## src/rtl/fp16_normalizer.sv

```systemverilog
`default_nettype none
// ============================================================================
//  Module   : fp16_normalizer
//  Brief    : Post-add normalization stage for half-precision addition.
//             Takes the raw adder sum (carry, hidden bit, fraction, G/R/S),
//             shifts it until the hidden bit is in place, adjusts the
//             exponent and hands the result to the rounding stage with a
//             valid/ready handshake on both sides.
//  Revision : 1.0  initial release
// ============================================================================
module fp16_normalizer (
    input  logic        clk,
    input  logic        rst,
    input  logic        in_valid,
    output logic        in_ready,
    input  logic [14:0] raw_mantissa,
    input  logic [4:0]  raw_exponent,
    input  logic        raw_sign,
    input  logic        in_infinity,
    input  logic        in_NaN,
    output logic        out_valid,
    input  logic        out_ready,
    output logic [12:0] normalized_mantissa,
    output logic [4:0]  normalized_exponent,
    output logic        sign,
    output logic        infinity_flag,
    output logic        NaN_flag
);

    typedef enum logic [1:0] {
        ST_IDLE = 2'd0,
        ST_NORM = 2'd1,
        ST_DONE = 2'd2
    } state_t;

    localparam logic [4:0] c_EXP_MAX = 5'd31;

    state_t      r_state;
    state_t      w_state_nxt;

    logic [14:0] r_mant;
    logic [4:0]  r_exp;
    logic        r_sign;
    logic        r_inf;
    logic        r_nan;

    logic [14:0] w_mant_nxt;
    logic [4:0]  w_exp_nxt;
    logic        w_sign_nxt;
    logic        w_inf_nxt;
    logic        w_nan_nxt;
    logic [4:0]  w_exp_inc;

    // Exponent after a carry-out right shift; 5-bit wrap is intentional.
    assign w_exp_inc = r_exp + 5'd1;

    // State register; reset discards any operand in flight.
    always_ff @(posedge clk) begin
        if (rst) begin
            r_state <= ST_IDLE;
        end else begin
            r_state <= w_state_nxt;
        end
    end

    // Next-state and working-register update: load, then one normalization step per cycle.
    always_comb begin
        w_state_nxt = r_state;
        w_mant_nxt  = r_mant;
        w_exp_nxt   = r_exp;
        w_sign_nxt  = r_sign;
        w_inf_nxt   = r_inf;
        w_nan_nxt   = r_nan;

        case (r_state)
            ST_IDLE: begin
                if (in_valid) begin
                    w_mant_nxt  = raw_mantissa;
                    w_exp_nxt   = raw_exponent;
                    w_sign_nxt  = raw_sign;
                    w_inf_nxt   = in_infinity;
                    w_nan_nxt   = in_NaN;
                    w_state_nxt = ST_NORM;
                end
            end

            ST_NORM: begin
                if (r_nan || r_inf) begin
                    // Special values pass through untouched.
                    w_state_nxt = ST_DONE;
                end else if (r_mant == 15'd0) begin
                    // Exact cancellation: true zero.
                    w_exp_nxt   = 5'd0;
                    w_state_nxt = ST_DONE;
                end else if (r_mant[14]) begin
                    // Carry out: shift right once, folding the dropped bit into sticky.
                    w_mant_nxt  = {1'b0, r_mant[14:2], r_mant[1] | r_mant[0]};
                    w_exp_nxt   = w_exp_inc;
                    if (w_exp_inc == c_EXP_MAX) begin
                        w_inf_nxt  = 1'b1;
                        w_mant_nxt = 15'd0;
                    end
                    w_state_nxt = ST_DONE;
                end else if (r_mant[13]) begin
                    // Already normalized.
                    w_state_nxt = ST_DONE;
                end else if (r_exp <= 5'd1) begin
                    // Cannot shift further without underflowing: emit a subnormal.
                    w_exp_nxt   = 5'd0;
                    w_state_nxt = ST_DONE;
                end else begin
                    // Leading-zero removal, one bit per cycle.
                    w_mant_nxt  = {r_mant[13:0], 1'b0};
                    w_exp_nxt   = r_exp - 5'd1;
                end
            end

            ST_DONE: begin
                if (out_ready) begin
                    w_state_nxt = ST_IDLE;
                end
            end

            default: begin
                w_state_nxt = ST_IDLE;
            end
        endcase
    end

    // Working/output registers; cleared on reset, otherwise follow the step logic.
    always_ff @(posedge clk) begin
        if (rst) begin
            r_mant <= 15'd0;
            r_exp  <= 5'd0;
            r_sign <= 1'b0;
            r_inf  <= 1'b0;
            r_nan  <= 1'b0;
        end else begin
            r_mant <= w_mant_nxt;
            r_exp  <= w_exp_nxt;
            r_sign <= w_sign_nxt;
            r_inf  <= w_inf_nxt;
            r_nan  <= w_nan_nxt;
        end
    end

    assign in_ready            = (r_state == ST_IDLE);
    assign out_valid           = (r_state == ST_DONE);
    assign normalized_mantissa = r_mant[12:0];
    assign normalized_exponent = r_exp;
    assign sign                = r_sign;
    assign infinity_flag       = r_inf;
    assign NaN_flag            = r_nan;

endmodule
`default_nettype wire

```

## config.mk

```make
export PLATFORM = sky130hd
export DESIGN_NAME = fp16_normalizer
export DESIGN_NICKNAME = d
export VERILOG_FILES = /design/src/rtl/fp16_normalizer.sv
export SDC_FILE = /design/constraint.sdc
export NUM_CORES = 1
export LEC_CHECK = 0
export CORE_UTILIZATION = 40
export CTS_CLUSTER_SIZE = 12
export DETAILED_ROUTE_END_ITERATION = 16
export HOLD_SLACK_MARGIN = 0.06
export PLACE_DENSITY = 0.69
export SYNTH_ARGS = -nofsm -noshare
export SYNTH_HDL_FRONTEND = slang
export SYNTH_SLANG_ARGS = --single-unit
```

## constraint.sdc

```tcl
create_clock -name clk -period 2.09 [get_ports clk]
set_input_delay 0.5225 -clock clk [delete_from_list [all_inputs] [get_ports clk]]
set_output_delay 0.5225 -clock clk [all_outputs]
set_load 0.03 [all_outputs]
```

==> flow_summary.yaml, run 1 <==
status:
  status: "finished, final reports clean"
final_layout:
  instances_no_fill: 278
  area_growth_pct: 37.5
  final_cell_mix: "47 x clkdlybuf4s50_1, 24 x dfxtp_1, 24 x buf_4"
  layout.nets: 262
  final_common_cell: "clkdlybuf4s50_1"
  drive_gt1_share_pct: 16.1
  insertedDiodeCount: 0
power:
  power_leakage_nw: 0.893
  power_mw: 1.88
  ir_drop_uv: 477
  power_per_cell_area_nw_per_um2: 847
synth:
  synthMuxAreaShare_pct: 0.621
  ys_ff_latch: 25
  yosys_warnings: 0
  synth_edf_count: 0
  yosys_most_used_dff: "dfxtp_1"
  synth_cells: 181
  avgSynthCellArea_sq_um: 8.91
  synth_top_area_share_pct: 31.0
  yosys-top-cells-area: "dfxtp_1 31%, a221o_1 7.4%, a32o_1 7.4%, buf_4 7.0%, nand2b_1 5.0%"
  synth_compound_area_share_pct: 31.2
  synthAdderAreaFrac_pct: 3.10
  async_flop_share_pct: 0
  synth-xor-area-share_pct: 0.543
  syn-cell-area_sq_um: 1610
  synth-seq-area-share_pct: 31.0
  syn-num-nets: 212
  yosys.cell_types.count: 47
  synth_top_family_by_area: "compound AO/OA/AOI/OAI gates"
  synthSimpleGateAreaFrac_pct: 21.3
  yosys.area.top_type: "dfxtp_1"
routing:
  routed_wl_microns: 4490
  dr.pass1.iters: 4
  drt_iter0_drc: 113
  drc_errors: 0
  routed-via-count: 1665
  post_drt_wl_per_cell_microns: 16.2
  final_antenna_net_count: 0
  via_per_inst: 5.99
floorplanning:
  die-area_sq_um: 4290
  core_area_sq_um: 3770
  die_w_microns: 65.5
  io_pins: 50
  start_util_pct: 42.8
  fp.dieH_microns: 65.5
  rows: 22
clocking:
  insertion_delay_ns: 0.27
  cts_buffer_depth: 2
  cts_tree: "done"
  cts.sinks: 25
  cts.htree.levels: 1
  holdBufCountCts: 0
  clk_pin_slew_ns: 0.09
  root_buffer: "clkbuf_8"
  cts_buffers: 3
grt:
  grtUsageTotal_pct: 21.0
  first_global_vias: 1481
  antenna_found_initial: 0
  overflow: 0
  grt_max_degree: 27
  grt_pass1_wl_microns: 7040
setup_path:
  critPathKind: "register to output pin"
  crit_fanout: 8
  start_kind: "register"
  reg2reg_depth: 7
  slowest_stage: "clkdlybuf4s50_1"
  path_buf_inv: 1
  slowest_delay_ns: 0.73
  rrSetupSlack_ns: 0.11
  crit_path_end_kind: "output pin"
  crit_chain: "clkdlybuf4s50_1"
  reg2reg_to: "r_mant[3]"
  r2r-start: "normalized_exponent[1]"
  critPathTopFamily: "buffers and inverters"
  cp.arrival_ns: 1.49
  worst_ep_required_time_ns: 1.57
sta:
  finalSetupViolations: 0
  tightest_slew_ns: 0.560
  final_hold_viol_count: 0
  grt_setup_unrepaired: "false"
  fin_crit_ns: 2.01
  max_freq_mhz: 498
  hold_ws_ns: 0.463
  fin_worst_skew_ns: 0.00248
  timing.final.max_slew_violations: 0
  fin_crit_sh_pct: 96.1
  slew-limit-headroom_pct: 62.7
min_path:
  min_from: "sign"
  min_path_type: "register to register"
  hold_depth: 2
  holdPathEnd: "sign"
run:
  maxCapViolCount: 0
place:
  gp_congestion: 0.876
  numPortBuffers: 49
  post-dp-hpwl_microns: 3260
  dp.cells: 272
worst max path at each step:
stage                                 startpoint                endpoint  slack, ns  cells after the start
after global routing                    in_valid  normalized_exponent[2]      0.006                      6
after floorplan           normalized_exponent[1]              r_mant[12]       0.06                      7
after detailed placement                in_valid              r_mant[10]      -0.23                      6
after CTS                             r_state[1]               out_valid       0.01                      2
final                     normalized_exponent[1]  normalized_exponent[1]       0.08                      1
after global placement                  in_valid               r_mant[9]      -0.18                      6
report_power, final:
group	internal, mW	switching (mW)	leakage (nW)
registers	0.554	0.0831	0.206
clock network	0.135	0.170	0.0217
logic	0.438	0.499	0.665
registers in the layout, summed over array words and instances (netlist names):
signal               flops
r_mant                  15
normalized_exponent      5
r_state                  2
NaN_flag                 1
infinity_flag            1
sign                     1
through the flow:
step	worst slack, ns	setup TNS [ns]	util (%)	area (sq um)
5_1_grt	0.00564	0	58.8	2220
3_5_place_dp	-0.228	-3.21	56.9	2150
4_1_cts	0.0150	0	58.3	2200
6_report	0.0822	0	58.8	2220
2_1_floorplan	0.0599	0	-	1610
3_3_place_gp	-0.176	-2.34	56.9	2150
kinds of logic after synthesis:
logic type | count (synthesis)
buf+inv | 32
compound gates | 59
xor+xnor | 1
fa+ha+maj | 4
flops | 25
mux | 1
simple gates | 59
final cells by class:
class	instances	area (sq um)
Clock inverter	1	7.51
Clock buffer	3	41.3
Timing Repair Buffer	73	676
Fill cell	349	1550
Inverter	4	15.0
Multi-Input combinational cell	124	917
Tap cell	48	60.1
Sequential cell	25	502
what timing repair did:
item	4_1_cts	5_1_grt
endpoints found under the hold margin	0	0
gates resized for setup	1	4
setup buffers	0	2
pin swaps	0	0
endpoints found under the setup margin	12	9
Yosys cell counts (2+ instances only):
library cell and number:
o21ai_1 2, a32o_1 12, a221oi_1 3, o221a_2 2
a211oi_1 3, a31oi_1 4, dfxtp_1 25, a21oi_1 3
o21ai_0 5, clkbuf_1 5, nand4_1 4, buf_2 5
nand2b_1 13, nor4_1 4, buf_6 2, buf_4 15
nand2_1 11, nor3b_2 2, inv_1 4, a22oi_1 2
ha_1 4, nor3_1 4, a221o_1 12, nor2b_1 4
and2_1 2, nor2_1 8
routing by layer:
layer | part of all wire, % | global-route usage, % | vias to the layer above
li1 | - | - | 792
met1 | 45 | 29.6 | 800
met2 | 47 | 33.5 | 69
met3 | 7.4 | 2.78 | 4
met4 | 0.71 | 5.43 | 0
met5 | 0 | 0 | -
Power figures use the tool's default switching activity.
==> run 2, diff against run 1 <==
Settings changed: SETUP_SLACK_MARGIN set to 0.1.
==> flow_summary.yaml, run 2 (synthesis results as in run 1) <==
floorplanning:
  rows: 22
  die_w_microns: 65.5
  start_util_pct: 42.8
  fp.dieH_microns: 65.5
  core_area_sq_um: 3770
  io_pins: 50
  die-area_sq_um: 4290
sta:
  max_freq_mhz: 507
  finalSetupViolations: 0
  fin_crit_ns: 1.97
  tightest_slew_ns: 0.436
  grt_setup_unrepaired: "true"
  slew-limit-headroom_pct: 70.9
  final.setup.tns_ns: 0
  fin_crit_sh_pct: 94.3
  timing.final.max_slew_violations: 0
  final_hold_viol_count: 0
  fin_worst_skew_ns: 0.00537
clocking:
  clk_pin_slew_ns: 0.10
  cts_buffer_depth: 2
  cts.sinks: 25
  cts.htree.levels: 1
  cts_tree: "done"
  root_buffer: "clkbuf_8"
  cts_buffers: 3
  insertion_delay_ns: 0.28
  holdBufCountCts: 0
place:
  gp_congestion: 0.780
  post-dp-hpwl_microns: 3280
  numPortBuffers: 49
setup_path:
  critPathTopFamily: "buffers and inverters"
  path_buf_inv: 2
  slowest_delay_ns: 0.68
  slowest_stage: "clkdlybuf4s50_1"
  start_kind: "register"
  cp.arrival_ns: 1.45
  crit_path_end_kind: "output pin"
  worst_ep_required_time_ns: 1.57
  crit_chain: "buf_4 -> clkdlybuf4s50_1"
  critPathKind: "register to output pin"
  crit_fanout: 4
routing:
  routed-via-count: 1678
  drt_iter0_drc: 117
  post_drt_wl_per_cell_microns: 17.1
  dr.pass1.iters: 4
  drc_errors: 0
  routed_wl_microns: 4710
  final_antenna_net_count: 0
  via_per_inst: 6.08
final_layout:
  largest_reg_flops: 15
  final_common_cell: "clkdlybuf4s50_1"
  multi_input_comb_area_sq_um: 948
  final_cell_mix: "43 x clkdlybuf4s50_1, 23 x dfxtp_1, 21 x buf_4"
  fill_cells: 319
  drive_gt1_share_pct: 17.5
  layout.nets: 260
  regMostFlops: "r_mant"
  regArea_sq_um: 505
  area_growth_pct: 38.5
  insertedDiodeCount: 0
power:
  power_leakage_nw: 0.912
  ir_drop_uv: 369
  power_per_cell_area_nw_per_um2: 844
  power_mw: 1.88
grt:
  grt_pass1_wl_microns: 7270
  grt_max_degree: 26
  overflow: 0
  antenna_found_initial: 0
  first_global_vias: 1430
  grtUsageTotal_pct: 21.8
min_path:
  min_path_type: "register to register"
status:
  status: "finished, final reports clean"
run:
  maxCapViolCount: 0
## run 2: cell types whose count changed in the layout (fill, tap and decap cells not counted), sizes merged
cell           previous run  this run
clkdlybuf4s50            47        43
buf                      24        21
and2                      3         4
dlygate4sd2               0         2
dlymetal6s2s              2         4
## run 2: cell type report
cell class / instances / share of cell area [%]
clock buffers: 3 / 1.85
clock inverters: 1 / 0.336
inverters: 4 / 0.672
multi-input cells: 125 / 42.5
flip-flops and latches: 25 / 22.6
well taps: 48 / 2.69
repair buffers: 70 / 29.4
## run 2: layer usage
metal | wire length, microns | global-route usage [%] | vias up
met1 | 2130 | 32.3 | 805
met2 | 2200 | 32.3 | 76
li1 | - | - | 786
met4 | 88 | 7.07 | 0
met5 | 0 | 0 | -
met3 | 294 | 2.60 | 11
## run 2: path summary, 6_finish.rpt
check / cells past startpoint / slack (ns) / to / startpoint
max reg2reg: 7 / 0.17 / r_mant[5] / normalized_exponent[0]
max: 2 / 0.12 / normalized_mantissa[11] / r_mant[11]
min reg2reg: 2 / 0.46 / sign / sign
min: 2 / 0.46 / sign / sign
## run 2: worst register-to-register path, cell delays in order, from the launching register on
cell	delay, ns
dfxtp_4	0.39
ha_2	0.21
nand4b_1	0.19
a21oi_2	0.16
nor3b_2	0.06
buf_4	0.18
a221o_1	0.37
a32o_1	0.25
## run 2: report_power, final
group          switching [mW]  internal, mW  total (mW)
clock network           0.175         0.136       0.311
logic                   0.500         0.431       0.930
registers              0.0883         0.555       0.643
total                   0.763          1.12        1.88
## run 2: timing repair
item,CTS,global route
buffers inserted,0,1
gates cloned,0,1
pin swaps,0,1
resized for setup,4,12
setup endpoints to repair,15,21
## run 2: metrics by stage
| step | instances | setup WS [ns] | cell area (sq um) | hold WS [ns] | util, % |
|---|---|---|---|---|---|
| finish | 276 | 0.119 | 2230 | 0.464 | 59.2 |
| global route | 276 | 0.0823 | 2230 | 0.482 | 59.2 |
| CTS | 274 | 0.110 | 2180 | 0.471 | 57.9 |
| detailed placement | 270 | -0.284 | 2130 | 0.456 | 56.6 |
| global placement | 270 | -0.166 | 2130 | 0.449 | 56.6 |
| floorplan | 181 | 0.133 | 1620 | 0.502 | - |
